$ cat config.mk
export PLATFORM = sky130hd
export DESIGN_NAME = fifo_dest
export DESIGN_NICKNAME = d
export VERILOG_FILES = /design/src/rtl/fifo_dest.sv
export SDC_FILE = /design/constraint.sdc
export NUM_CORES = 1
export LEC_CHECK = 0
export CORE_UTILIZATION = 52
export CTS_CLUSTER_DIAMETER = 80
export DETAILED_ROUTE_END_ITERATION = 10
export PLACE_DENSITY = 0.88
export SYNTH_ARGS = -nofsm -noshare
export SYNTH_HDL_FRONTEND = slang
export SYNTH_SLANG_ARGS = --single-unit
$ cat constraint.sdc
create_clock -name clk -period 2.4 [get_ports clk]
set_input_delay 0.24 -clock clk [delete_from_list [all_inputs] [get_ports clk]]
set_output_delay 0.24 -clock clk [all_outputs]
set_load 0.02 [all_outputs]
$ cat src/rtl/fifo_dest.sv
// fifo_dest: per-destination receive FIFO downstream of the destination demux.
// Buffers up to DEPTH words written by push, returns them in order on pop with
// one-cycle registered read latency, and exports occupancy/threshold flags for
// the QoS flow-control logic.
// Optional feature macro: FIFO_DEST_ERR_EN adds a sticky overflow/underflow
// error output; without it, overflow and underflow are silently ignored.
module fifo_dest #(
  parameter int BW        = 6,
  parameter int DEPTH     = 4,
  parameter int ADDR_W    = 2,
  parameter int AF_THRESH = 3,
  parameter int AE_THRESH = 1
) (
  input  logic              clk,
  input  logic              reset_L,
  input  logic [BW-1:0]     data_in,
  input  logic              push,
  input  logic              pop,
  output logic [BW-1:0]     data_out,
  output logic              valid_out,
  output logic              full,
  output logic              empty,
  output logic              almost_full,
  output logic              almost_empty,
  output logic [ADDR_W:0]   fifo_count
`ifdef FIFO_DEST_ERR_EN
  ,
  output logic              error
`endif
);

  // Thresholds sized to the counter so every flag compare is width-matched.
  localparam logic [ADDR_W:0] DEPTH_C = (ADDR_W + 1)'(DEPTH);
  localparam logic [ADDR_W:0] AF_C    = (ADDR_W + 1)'(AF_THRESH);
  localparam logic [ADDR_W:0] AE_C    = (ADDR_W + 1)'(AE_THRESH);

  logic [BW-1:0]     r_mem [DEPTH];
  logic [ADDR_W-1:0] r_wr_ptr;
  logic [ADDR_W-1:0] r_rd_ptr;
  logic [ADDR_W:0]   r_count;
  logic [BW-1:0]     r_data_out;
  logic              r_valid_out;

  logic              w_full;
  logic              w_empty;
  logic              w_pop_ok;
  logic              w_push_ok;
  logic [ADDR_W:0]   w_count_nxt;

  // Status decodes taken straight from the registered count.
  assign w_full  = (r_count == DEPTH_C);
  assign w_empty = (r_count == '0);

  // A pop on empty is rejected (no write-through); a push on full is accepted
  // only when a same-cycle pop frees the slot.
  assign w_pop_ok  = pop && !w_empty;
  assign w_push_ok = push && (!w_full || w_pop_ok);

  // Next occupancy: +1 on push only, -1 on pop only, otherwise unchanged.
  always_comb begin
    // NOTE: default assigned first so every path drives w_count_nxt and no latch is inferred.
    w_count_nxt = r_count;
    unique case ({w_push_ok, w_pop_ok})
      2'b10:   w_count_nxt = r_count + 1'b1;
      2'b01:   w_count_nxt = r_count - 1'b1;
      default: w_count_nxt = r_count;
    endcase
  end

  // Storage array write; pointer wrap is the natural ADDR_W-bit overflow.
  // NOTE: the array has no reset on purpose; contents are don't-care until written, and leaving it out keeps it plain storage.
  always_ff @(posedge clk) begin
    if (w_push_ok) begin
      r_mem[r_wr_ptr] <= data_in;
    end
  end

  // Pointers, occupancy and the registered read port.
  always_ff @(posedge clk or negedge reset_L) begin
    if (!reset_L) begin
      // NOTE: non-blocking assignments for all state so every register samples pre-edge values.
      r_wr_ptr    <= '0;
      r_rd_ptr    <= '0;
      r_count     <= '0;
      r_data_out  <= '0;
      r_valid_out <= 1'b0;
    end else begin
      r_count <= w_count_nxt;
      if (w_push_ok) begin
        r_wr_ptr <= r_wr_ptr + 1'b1;
      end
      if (w_pop_ok) begin
        r_data_out  <= r_mem[r_rd_ptr];
        r_valid_out <= 1'b1;
        r_rd_ptr    <= r_rd_ptr + 1'b1;
      end else begin
        r_valid_out <= 1'b0;
      end
    end
  end

`ifdef FIFO_DEST_ERR_EN
  logic r_error;

  // Sticky error: overflow (push on full with no pop) or underflow (pop on empty).
  always_ff @(posedge clk or negedge reset_L) begin
    if (!reset_L) begin
      r_error <= 1'b0;
    end else if ((push && w_full && !pop) || (pop && w_empty)) begin
      r_error <= 1'b1;
    end
  end

  assign error = r_error;
`endif

  assign data_out     = r_data_out;
  assign valid_out    = r_valid_out;
  assign full         = w_full;
  assign empty        = w_empty;
  assign almost_full  = (r_count >= AF_C);
  assign almost_empty = (r_count <= AE_C);
  assign fifo_count   = r_count;

endmodule

==> metrics.md <==
| Metric | Value |
|---|---|
| Final period utilization | 88.3% |
| I/O pins | 24 |
| Core area | 0.00283 mm² |
| GRT Overall Usage | 18.8% |
| Cell taking the most area after synthesis | edfxtp_1 |
| RD Place Congestion | 0.729 |
| Unique cell type count in the Yosys netlist | 19 |
| Most frequent cell after synthesis | edfxtp_1 |
| H-tree lvl count | 2 |
| Cell count along the critical path | 5 |
| Synth Instances | 95 |
| Global route overflow | 0 |
| Reg-to-Reg Start | fifo_count[0] |
| Unrepaired setup endpoints after global routing | false |
| Crit Path Max Fanout | 4 |
| Drt first-iter violations | 14 |
| CTS resizes | 0 |
| Root Buffer | clkbuf_4 |
| First-pass GRT wire length | 4.25 mm |
| Die ar. | 0.00328 mm² |
| Hold slack | 0.300 ns |
| Measured slew at the worst slew-check pin | 0.705 ns |
| Worst VDD drop | 0.915 mV |
| Setup crit start kind | flip-flop |
| Register area share after synthesis | 67.5% |
| Crit Reg-Reg Endpoint | fifo_count[2] |
| Critical Path AT | 1.88 ns |
| Synth-to-Final Area Change | 21.0% |
| Wire per inst | 16.6 µm |
| Layout net count | 142 |
| TritonCTS clock tree | yes |
| Critical path class | reg -> out |
| Final instance area | 0.00192 mm² |
| Synth top area share | 45.4% |
| Largest net degree at the start of global routing | 15 |
| Clk sinks | 38 |
| CP Cell Sequence | ha_1 -> ha_1 -> nor2_1 -> o21ai_0 -> clkdlybuf4s50_1 |
| Placed Area | 0.00184 mm² |
| Max incr delay on CP | 0.54 ns |
| Share of layout cells above drive strength 1 | 16.9% |
| Mapped Nets | 114 |
| Drt drc | 1 |
| Status | complete, but fails checks |
| Failing checks | design-rule violations |
| Cell Pwr Density | 1270 mW/mm² |
| Post-Route Skew | 0.0145 ns |
| Crit path max-delay family | buffers and inverters |
| Detailed placement HPWL | 1.92 mm |
| Fraction of registers with async set/reset | 36.8% |
| Synth cell count leaders | edfxtp_1, dfrtp_1, inv_1 |
| Post-synthesis register bit count | 38 |
| Routed vias | 839 |
| Clk buf depth | 2 |
| Final hold vios | 0 |
| Slowest-stage cell, CP | clkdlybuf4s50_1 |
| Ranking of synthesized cells by area | edfxtp_1, dfrtp_1, mux4_2 |
| EDFF count, synth | 24 |
| CP Buf/Inv Count | 1 |
| Final WL | 2.57 mm |
| Clk slew on worst S/H paths | 0.12 ns |
| Placement Rows | 19 |
| Clk_lat worst skew | 0.35 ns |
| Number of global-route vias before repair | 901 |
| WP data required | 2.16 ns |
| Worst hold path type | in -> async |
| CTS Buf Count | 5 |
| Max-slew headroom | 52.9% |
| Cells on worst reg2reg path | 8 |
| First-pass DRT Iterations | 9 |
| Syn avg cell area | 16.7 µm² |
| Initial Utilization | 56.1% |
| Die Y | 57.3 µm |
| Port buffer count | 23 |
| Number of diodes | 0 |
| Primary FF master, synth | edfxtp_1 |
| Final min period | 2.12 ns |
| Syn Std Cell Area | 0.00159 mm² |
| Synth warn | 0 |
| TNS Setup | 0 ns |
| Fill cells | 192 |
| Crit path capture | almost_full |
| Max-cap violation count | 0 |
| CP dominant cell by count | ha_1 |
| Final setup fails | 0 |
| CP Launch Point | fifo_count[0] |
| Peak Freq | 472 MHz |
| Die width | 57.3 µm |
| Hold_buf cts | 0 |
| Leak | 0.757 nW |
| FF-to-FF setup slack | 0.43 ns |
| Slew Viols, Final | 0 |
| ANT nets after route | 0 |
| Post-CTS Setup Inserts | 0 |
| Initial antenna violation count | 0 |
| Worst setup EP type | output pin |
| Vias/cell | 5.41 |
## worst reg2reg max path, delay by kind of cell (launching register included)
kind            cells  cell delay [ns]
flops               1             0.44
buf+inv             2             0.24
fa+ha+maj           2             0.56
simple gates        2             0.40
compound gates      2             0.23
## cell type report
| cell class | instances | area, µm² | area share (%) |
|---|---|---|---|
| repair buffers | 23 | 230 | 12.0 |
| well taps | 31 | 38.8 | 2.02 |
| multi-input cells | 45 | 464 | 24.2 |
| inverters | 10 | 37.5 | 1.95 |
| clock buffers | 8 | 78.8 | 4.10 |
| flip-flops and latches | 38 | 1070 | 55.8 |
## worst min path at each step
| stage | start | end | slack, ns |
|---|---|---|---|
| floorplan | reset_L | data_out[0] | -0.06 |
| global placement | data_out[1] | data_out[1] | 0.49 |
| detailed placement | data_out[1] | data_out[1] | 0.49 |
| CTS | reset_L | r_wr_ptr[1] | 0.32 |
| global route | reset_L | data_out[3] | 0.36 |
| finish | reset_L | r_wr_ptr[1] | 0.30 |
## power breakdown
part	internal, mW	leakage, nW	total [mW]	switching (mW)
sequential	0.906	0.386	1.06	0.156
clock	0.200	0.0446	0.401	0.201
combinational	0.525	0.327	0.986	0.461
## stage by stage
stage	power, mW	setup WS [ns]	util [%]	instances
after floorplan	1.70	0.592	-	95
after global placement	2.03	0.560	65.1	147
after detailed placement	2.08	0.446	65.1	147
after CTS	2.47	0.279	67.9	155
after global routing	2.59	0.192	67.9	155
final	2.45	0.281	67.9	155
## layer usage
| layer | global-route usage, % | routed length [µm] |
|---|---|---|
| met1 | 22.0 | 1120 |
| met4 | 9.76 | 63 |
| met3 | 7.03 | 126 |
| met5 | 0 | 0 |
| met2 | 30.6 | 1270 |
## cell usage in the layout, fill, tap and decap left out, types with 2 or more instances in the layout
| cell type | count |
|---|---|
| clkbuf_4 | 5 |
| xnor2_1 | 5 |
| mux2_2 | 7 |
| nand2_1 | 3 |
| edfxtp_1 | 24 |
| clkdlybuf4s50_1 | 23 |
| ha_1 | 9 |
| o21ai_0 | 2 |
| nor2_1 | 3 |
| and2_1 | 4 |
| mux4_2 | 6 |
| dfrtp_1 | 14 |
| inv_1 | 10 |
| clkbuf_8 | 3 |
## cells by family after synthesis
logic type	Yosys count	synth area share [%]
simple gates	12	3.70
fa+ha+maj	9	7.09
mux	13	13.5
flops	38	67.5
xor+xnor	5	2.76
buf+inv	12	3.31
compound gates	6	2.21
## flip-flops by register name (all words and copies together), names as in the netlist
register	count
r_wr_ptr	2
data_out	6
valid_out	1
fifo_count	3
r_mem	24
r_rd_ptr	2
Power figures use the tool's default switching activity.
